==> config.mk <==
export PLATFORM = sky130hd
export DESIGN_NAME = game_round_controller_flat
export DESIGN_NICKNAME = d
export VERILOG_FILES = /design/src/rtl/game_pkg.sv /design/src/rtl/game_round_controller_if.sv /design/src/rtl/game_key_sync.sv /design/src/rtl/game_round_controller.sv /design/src/flat_wrapper.sv
export SDC_FILE = /design/constraint.sdc
export NUM_CORES = 1
export LEC_CHECK = 0
export ABC_AREA = 1
export CORE_MARGIN = 2
export CORE_UTILIZATION = 54
export CTS_BUF_LIST = sky130_fd_sc_hd__clkbuf_8
export DETAILED_ROUTE_END_ITERATION = 6
export PLACE_DENSITY = 0.79
export RECOVER_POWER = 25
export SYNTH_ARGS = -nofsm -noshare
export SYNTH_HDL_FRONTEND = slang
export SYNTH_SLANG_ARGS = --single-unit
==> constraint.sdc <==
create_clock -name clk -period 1.7 [get_ports clk]
set_clock_uncertainty 0.1 [all_clocks]
set_input_delay 0.34 -clock clk [delete_from_list [all_inputs] [get_ports clk]]
set_output_delay 0.34 -clock clk [all_outputs]
set_load 0.005 [all_outputs]
==> src/rtl/game_pkg.sv <==
// Shared encodings for the torpedo game: round states, round results and
// the number of cycles the round controller ignores the game timer after starting it.
package game_pkg;

   typedef enum logic [1:0] {
      ST_START  = 2'd0,
      ST_AIM    = 2'd1,
      ST_FLIGHT = 2'd2,
      ST_END    = 2'd3
   } state_t;

   typedef enum logic {
      RESULT_MISS = 1'b0,
      RESULT_HIT  = 1'b1
   } result_t;

   localparam int END_GUARD_CYCLES = 2;

endpackage

==> src/rtl/game_round_controller_if.sv <==
// Sprite, timer and score signals between the round controller and the rest
// of the game top level.
interface game_round_controller_if #(
   parameter int SCORE_WIDTH = 4
);
   logic                   sprite_target_rgb_en;
   logic                   sprite_torpedo_rgb_en;
   logic                   sprite_target_out_of_screen;
   logic                   sprite_torpedo_out_of_screen;
   logic                   end_of_game_timer_running;
   logic                   sprite_target_write;
   logic                   sprite_torpedo_write;
   logic                   end_of_game_timer_start;
   logic                   game_won;
   logic [SCORE_WIDTH-1:0] score_won;
   logic [SCORE_WIDTH-1:0] score_lost;
   logic [1:0]             round_state;

   modport master (
      input  sprite_target_rgb_en, sprite_torpedo_rgb_en,
             sprite_target_out_of_screen, sprite_torpedo_out_of_screen,
             end_of_game_timer_running,
      output sprite_target_write, sprite_torpedo_write, end_of_game_timer_start,
             game_won, score_won, score_lost, round_state
   );

   modport slave (
      output sprite_target_rgb_en, sprite_torpedo_rgb_en,
             sprite_target_out_of_screen, sprite_torpedo_out_of_screen,
             end_of_game_timer_running,
      input  sprite_target_write, sprite_torpedo_write, end_of_game_timer_start,
             game_won, score_won, score_lost, round_state
   );
endinterface

==> src/rtl/game_key_sync.sv <==
// Two-flop synchronizer and rising-edge detector for a raw push button;
// a held button yields a single one-cycle launch pulse.
module game_key_sync (
   input  logic clk,
   input  logic reset,
   input  logic key,
   output logic launch
);
   logic r_sync1, r_sync2, r_sync2_d;

   always_ff @(posedge clk or negedge reset) begin
      if (!reset) begin
         r_sync1   <= 1'b0;
         r_sync2   <= 1'b0;
         r_sync2_d <= 1'b0;
      end else begin
         r_sync1   <= key;
         r_sync2   <= r_sync1;
         r_sync2_d <= r_sync2;
      end
   end

   assign launch = r_sync2 & ~r_sync2_d;
endmodule

==> src/rtl/game_round_controller.sv <==
// Round sequencer for the torpedo game: target launch, torpedo launch on key,
// hit/miss detection with flight timeout, end-of-game timer handshake, scores.
module game_round_controller
   import game_pkg::*;
#(
   parameter int          TIMEOUT_WIDTH  = 26,
   parameter int unsigned FLIGHT_TIMEOUT = 32'h3ffffff,
   parameter int          SCORE_WIDTH    = 4
) (
   input  logic                    clk,
   input  logic                    reset,
   input  logic                    key,
   game_round_controller_if.master bus
);
   localparam logic [TIMEOUT_WIDTH-1:0] CNT_LIMIT   = TIMEOUT_WIDTH'(FLIGHT_TIMEOUT - 1);
   localparam logic [1:0]               END_AGE_MAX = 2'(END_GUARD_CYCLES);

   state_t                   r_state, w_state_nxt;
   logic [3:0]               r_enter, w_enter_nxt;
   logic [TIMEOUT_WIDTH-1:0] r_cnt;
   logic [1:0]               r_end_age;
   logic                     r_won;
   logic [SCORE_WIDTH-1:0]   r_score_won, r_score_lost;
   logic                     w_launch, w_collision, w_guard, w_finish;
   result_t                  w_result;

   game_key_sync u_key_sync (
      .clk    (clk),
      .reset  (reset),
      .key    (key),
      .launch (w_launch)
   );

   assign w_collision = bus.sprite_target_rgb_en & bus.sprite_torpedo_rgb_en;
   // Sprite positions are stale on the first cycle of a state, so ignore out-of-screen then
   assign w_guard     = |r_enter;

   always_comb begin
      w_state_nxt = r_state;
      w_enter_nxt = '0;
      w_finish    = 1'b0;
      w_result    = RESULT_MISS;
      case (r_state)
         ST_START: begin
            // Out of reset START has not been entered yet; take one cycle to do so
            if (r_enter[ST_START]) w_state_nxt = ST_AIM;
            else                   w_enter_nxt[ST_START] = 1'b1;
         end
         ST_AIM: begin
            if (w_launch)
               w_state_nxt = ST_FLIGHT;
            else if (!w_guard && bus.sprite_target_out_of_screen)
               w_finish = 1'b1;
         end
         ST_FLIGHT: begin
            if (w_collision) begin
               w_finish = 1'b1;
               w_result = RESULT_HIT;
            end else if (!w_guard && (bus.sprite_target_out_of_screen ||
                                      bus.sprite_torpedo_out_of_screen)) begin
               w_finish = 1'b1;
            end else if (r_cnt == CNT_LIMIT) begin
               w_finish = 1'b1;
            end
         end
         ST_END: begin
            if (r_end_age == END_AGE_MAX && !bus.end_of_game_timer_running)
               w_state_nxt = ST_START;
         end
         default: w_state_nxt = ST_START;
      endcase
      if (w_finish) w_state_nxt = ST_END;
      if (w_state_nxt != r_state) w_enter_nxt[w_state_nxt] = 1'b1;
   end

   always_ff @(posedge clk or negedge reset) begin
      if (!reset) begin
         r_state      <= ST_START;
         r_enter      <= '0;
         r_cnt        <= '0;
         r_end_age    <= '0;
         r_won        <= 1'b0;
         r_score_won  <= '0;
         r_score_lost <= '0;
      end else begin
         r_state <= w_state_nxt;
         r_enter <= w_enter_nxt;
         // Counter restarts whenever the torpedo is (re)launched
         if (r_state != ST_FLIGHT) r_cnt <= '0;
         else                      r_cnt <= r_cnt + 1'b1;
         if (r_state != ST_END)            r_end_age <= '0;
         else if (r_end_age != END_AGE_MAX) r_end_age <= r_end_age + 1'b1;
         if (w_finish)                r_won <= (w_result == RESULT_HIT);
         else if (r_state == ST_START) r_won <= 1'b0;
         if (w_finish && w_result == RESULT_HIT && r_score_won != '1)
            r_score_won <= r_score_won + 1'b1;
         if (w_finish && w_result == RESULT_MISS && r_score_lost != '1)
            r_score_lost <= r_score_lost + 1'b1;
      end
   end

   assign bus.sprite_target_write     = r_enter[ST_START];
   assign bus.sprite_torpedo_write    = r_enter[ST_FLIGHT];
   assign bus.end_of_game_timer_start = r_enter[ST_END];
   assign bus.game_won                = r_won;
   assign bus.score_won               = r_score_won;
   assign bus.score_lost              = r_score_lost;
   assign bus.round_state             = r_state;
endmodule

==> src/flat_wrapper.sv <==
// flat-port wrapper written by rule: the top's interface ports become plain ports
module game_round_controller_flat import game_pkg::*;
#(
   parameter int          TIMEOUT_WIDTH  = 26,
   parameter int unsigned FLIGHT_TIMEOUT = 32'h3ffffff,
   parameter int          SCORE_WIDTH    = 4
)
  (clk, reset, key, bus_sprite_target_rgb_en, bus_sprite_torpedo_rgb_en, bus_sprite_target_out_of_screen, bus_sprite_torpedo_out_of_screen, bus_end_of_game_timer_running, bus_sprite_target_write, bus_sprite_torpedo_write, bus_end_of_game_timer_start, bus_game_won, bus_score_won, bus_score_lost, bus_round_state);
  game_round_controller_if #(.SCORE_WIDTH(SCORE_WIDTH)) bus_i ();
  input  logic clk;
  input  logic reset;
  input  logic key;
  input wire logic [$bits(bus_i.sprite_target_rgb_en)-1:0] bus_sprite_target_rgb_en;
  input wire logic [$bits(bus_i.sprite_torpedo_rgb_en)-1:0] bus_sprite_torpedo_rgb_en;
  input wire logic [$bits(bus_i.sprite_target_out_of_screen)-1:0] bus_sprite_target_out_of_screen;
  input wire logic [$bits(bus_i.sprite_torpedo_out_of_screen)-1:0] bus_sprite_torpedo_out_of_screen;
  input wire logic [$bits(bus_i.end_of_game_timer_running)-1:0] bus_end_of_game_timer_running;
  output wire logic [$bits(bus_i.sprite_target_write)-1:0] bus_sprite_target_write;
  output wire logic [$bits(bus_i.sprite_torpedo_write)-1:0] bus_sprite_torpedo_write;
  output wire logic [$bits(bus_i.end_of_game_timer_start)-1:0] bus_end_of_game_timer_start;
  output wire logic [$bits(bus_i.game_won)-1:0] bus_game_won;
  output wire logic [$bits(bus_i.score_won)-1:0] bus_score_won;
  output wire logic [$bits(bus_i.score_lost)-1:0] bus_score_lost;
  output wire logic [$bits(bus_i.round_state)-1:0] bus_round_state;
  assign bus_i.sprite_target_rgb_en = bus_sprite_target_rgb_en;
  assign bus_i.sprite_torpedo_rgb_en = bus_sprite_torpedo_rgb_en;
  assign bus_i.sprite_target_out_of_screen = bus_sprite_target_out_of_screen;
  assign bus_i.sprite_torpedo_out_of_screen = bus_sprite_torpedo_out_of_screen;
  assign bus_i.end_of_game_timer_running = bus_end_of_game_timer_running;
  assign bus_sprite_target_write = bus_i.sprite_target_write;
  assign bus_sprite_torpedo_write = bus_i.sprite_torpedo_write;
  assign bus_end_of_game_timer_start = bus_i.end_of_game_timer_start;
  assign bus_game_won = bus_i.game_won;
  assign bus_score_won = bus_i.score_won;
  assign bus_score_lost = bus_i.score_lost;
  assign bus_round_state = bus_i.round_state;
  game_round_controller #(.TIMEOUT_WIDTH(TIMEOUT_WIDTH), .FLIGHT_TIMEOUT(FLIGHT_TIMEOUT), .SCORE_WIDTH(SCORE_WIDTH)) u_core (.clk(clk), .reset(reset), .key(key), .bus(bus_i));
endmodule
==> metrics.csv <==
stage,metric,value,unit
run_status,status,"complete, but fails checks",
run_status,violations,setup timing,
drt,wirelength,6590,um
run,drv_cap,0,
floorplan,start_util,55.9,%
sta,period_needed,1.85,ns
sta,worst_slew_pin_slew,0.515,ns
yosys,synth-seq-cells,46,
layout,final_common_cell,nand2_1,
sta,rsz0062_at_grt,yes,
sta,hold_ws,0.286,ns
min_path,hp-class,reg2reg,
drt,drt-initial-drc-count,254,
sta,setup_violations,16,
global_routing,grt_max_degree,21,
setup_path,path_delay_family,simple AND/OR/NAND/NOR gates,
placement,dp_slack,-0.223,ns
yosys,synth_area,0.00242,mm2
floorplan,fp.dieH,70.9,um
global_routing,grt_pass1_wl,9450,um
yosys,ys.warnings.count,0,
yosys,synthCells,289,
sta,setup_slack,-0.150,ns
yosys,avgSynthCellArea,8.37,um2
global_routing,overflow,0,
setup_path,crit_fanout,8,
global_routing,grt_usage,23.6,%
placement,dp_hpwl,3820,um
layout,finalNonFillerCells,416,
floorplan,core_area,0.00432,mm2
floorplan,die_x,70.9,um
drt,num_vias,2281,
clocking,clk_pin_slew,0.09,ns
layout,final_cell_mix,"48 x nand2_1, 45 x dfrtp_1, 43 x buf_4",
placement,port_buffers,21,
setup_path,end_kind,register,
sta,timing.slew.headroom,65.7,%
sta,period_share,109,%
setup_path,startpoint_type,register,
setup_path,slowest_delay,0.42,ns
yosys,synth_nets,306,
yosys,ys_seq_area_share,47.6,%
clocking,cts_tree,done,
drt,postRouteAntennaNets,0,
layout,diodes,0,
setup_path,ff2ff_setup_slack,-0.15,ns
setup_path,worstSetupPathType,reg2reg,
setup_path,critPathBufInv,1,
layout,nets,380,
power,irDropWorstVdd,0.000697,V
sta,hold_viol_final,0,
layout,utilization,78.8,%
clocking,cts_buffers,5,
placement,dp.cells,385,
power,p_leak,1.62,nW
sta,fin_setup_tns,-1.21,ns
sta,max_clock_freq,0.540,GHz
sta,report.final.slew_viol_count,0,
clocking,root_buffer,clkbuf_8,
global_routing,grt_antenna_before_repair,0,
drt,drc,0,
setup_path,path_cells,inv_2 > ha_4 > nand2_2 > nand2_2 > nand3_2 > nor2_2 > nor2_2 > nand2_2 > nand2_8 > nor2_8 > nand2_1 > nand2_1 > nand2_1,
clocking,clock-sinks,46,
global_routing,grt_pass1_vias,2049,
clocking,h-tree-depth,2,
yosys,ys_types,32,
setup_path,worstPathArrival,1.95,ns
clocking,cts_buffer_depth,2,
setup_path,cp.required,1.80,ns
floorplan,dieArea,0.00503,mm2
floorplan,rows,24,
drt,first_pass_iters,4,
setup_path,crit_slowest_cell,dfrtp_1,
power,power_density,1130,mW/mm2
clocking,insertion_delay,0.31,ns
layout,drive_gt1_share,31.6,%
floorplan,io_pins,22,
drt,wl_per_cell,15.8,um
layout,syn_to_final_growth,40.9,%
placement,place_congestion,0.881,
drt,via_per_inst,5.48,
## registers in the layout, summed over array words and instances (netlist names)
signal,cells
u_core.r_cnt,26
u_core.bus.score_lost,4
u_core.bus.score_won,4
u_core.r_enter,4
u_core.bus.round_state,2
u_core.r_end_age,2
u_core.bus.game_won,1
u_core.u_key_sync.r_sync1,1
u_core.u_key_sync.r_sync2,1
u_core.u_key_sync.r_sync2_d,1
## Yosys cell counts (all sizes together)
library cell	instances	area (um2)
a211oi	2	15.0
a21oi	12	60.1
a31o	1	8.76
a31oi	3	18.8
buf	1	7.51
clkbuf	2	7.51
dfrtp	46	1150
ha	9	113
inv	39	146
mux2	2	22.5
nand2	65	262
nand3	10	50.1
nand3b	3	22.5
nand4	7	43.8
nor2	46	201
nor3	6	40.0
nor3b	1	7.51
o2111ai	3	26.3
o211a	1	10.0
o211ai	1	7.51
o21a	1	7.51
o21ai	16	80.1
or2	1	6.26
xnor2	3	26.3
xor2	8	77.6
## power breakdown
group	internal [mW]	switching [mW]	total [mW]
Clock	0.438	0.398	0.836
Sequential	1.23	0.117	1.35
Combinational	0.852	0.820	1.67
## layout make-up
class	count	area [um2]
inverters	39	149
well taps	52	65.1
multi-input cells	201	1330
flip-flops and latches	46	1150
fillers	271	917
clock buffers	5	68.8
repair buffers	70	596
clock inverters	3	45.0
## metrics by stage
step / cell area (um2) / power (mW)
after global routing: 3410 / 4.04
after floorplan: 2460 / 1.94
after global placement: 2910 / 2.48
final: 3410 / 3.86
after CTS: 3140 / 3.46
after detailed placement: 2910 / 2.52
## routing by layer
| metal | global-route usage (%) | routed length [um] | vias up |
|---|---|---|---|
| li1 | - | - | 1084 |
| met1 | 33.1 | 2770 | 1110 |
| met2 | 38.5 | 3410 | 67 |
| met3 | 4.27 | 270 | 20 |
| met4 | 5.24 | 142 | 0 |
| met5 | 0 | 0 | - |
## worst reg2reg max path, delay by kind of cell, from the launching register on
kind / cells / cell delay (ns)
and+or+nand+nor: 11 / 0.92
DFF: 1 / 0.42
adders and majority gates: 1 / 0.20
buffers and inverters: 1 / 0.10
## worst paths after layout
path | from | end | depth (start not counted)
hold reg to reg | u_core.u_key_sync.r_sync1$_DFF_PN0_ | u_core.u_key_sync.r_sync2$_DFF_PN0_ | 0
setup reg to reg | u_core.bus.round_state[0]$_DFF_PN0_ | u_core.bus.score_lost[2]$_DFFE_PN0P_ | 13
min in group asynchronous | reset | u_core.r_cnt[24]$_DFF_PN0_ | 2
setup / recovery | u_core.bus.round_state[0]$_DFF_PN0_ | u_core.bus.score_lost[2]$_DFFE_PN0P_ | 13
max in group asynchronous | reset | u_core.u_key_sync.r_sync2$_DFF_PN0_ | 3
hold / removal | u_core.u_key_sync.r_sync1$_DFF_PN0_ | u_core.u_key_sync.r_sync2$_DFF_PN0_ | 0
## cell families after synthesis
family,synth area share [%]
multiplexers,0.931
XOR/XNOR,4.29
AO/OA/AOI/OAI,9.67
buffers and inverters,6.67
flip-flops,47.6
adder cells (fa/ha/maj),4.66
AND/OR/NAND/NOR,26.2
## repair_timing
item / CTS / global route
pin swaps: 9 / 17
resized for setup: 13 / 44
setup endpoints to repair: 18 / 30
hold endpoints to repair: 17 / 0
setup buffers: 8 / 14
hold buffers: 1 / 0
Note: power is estimated with default switching activity, not from simulation.
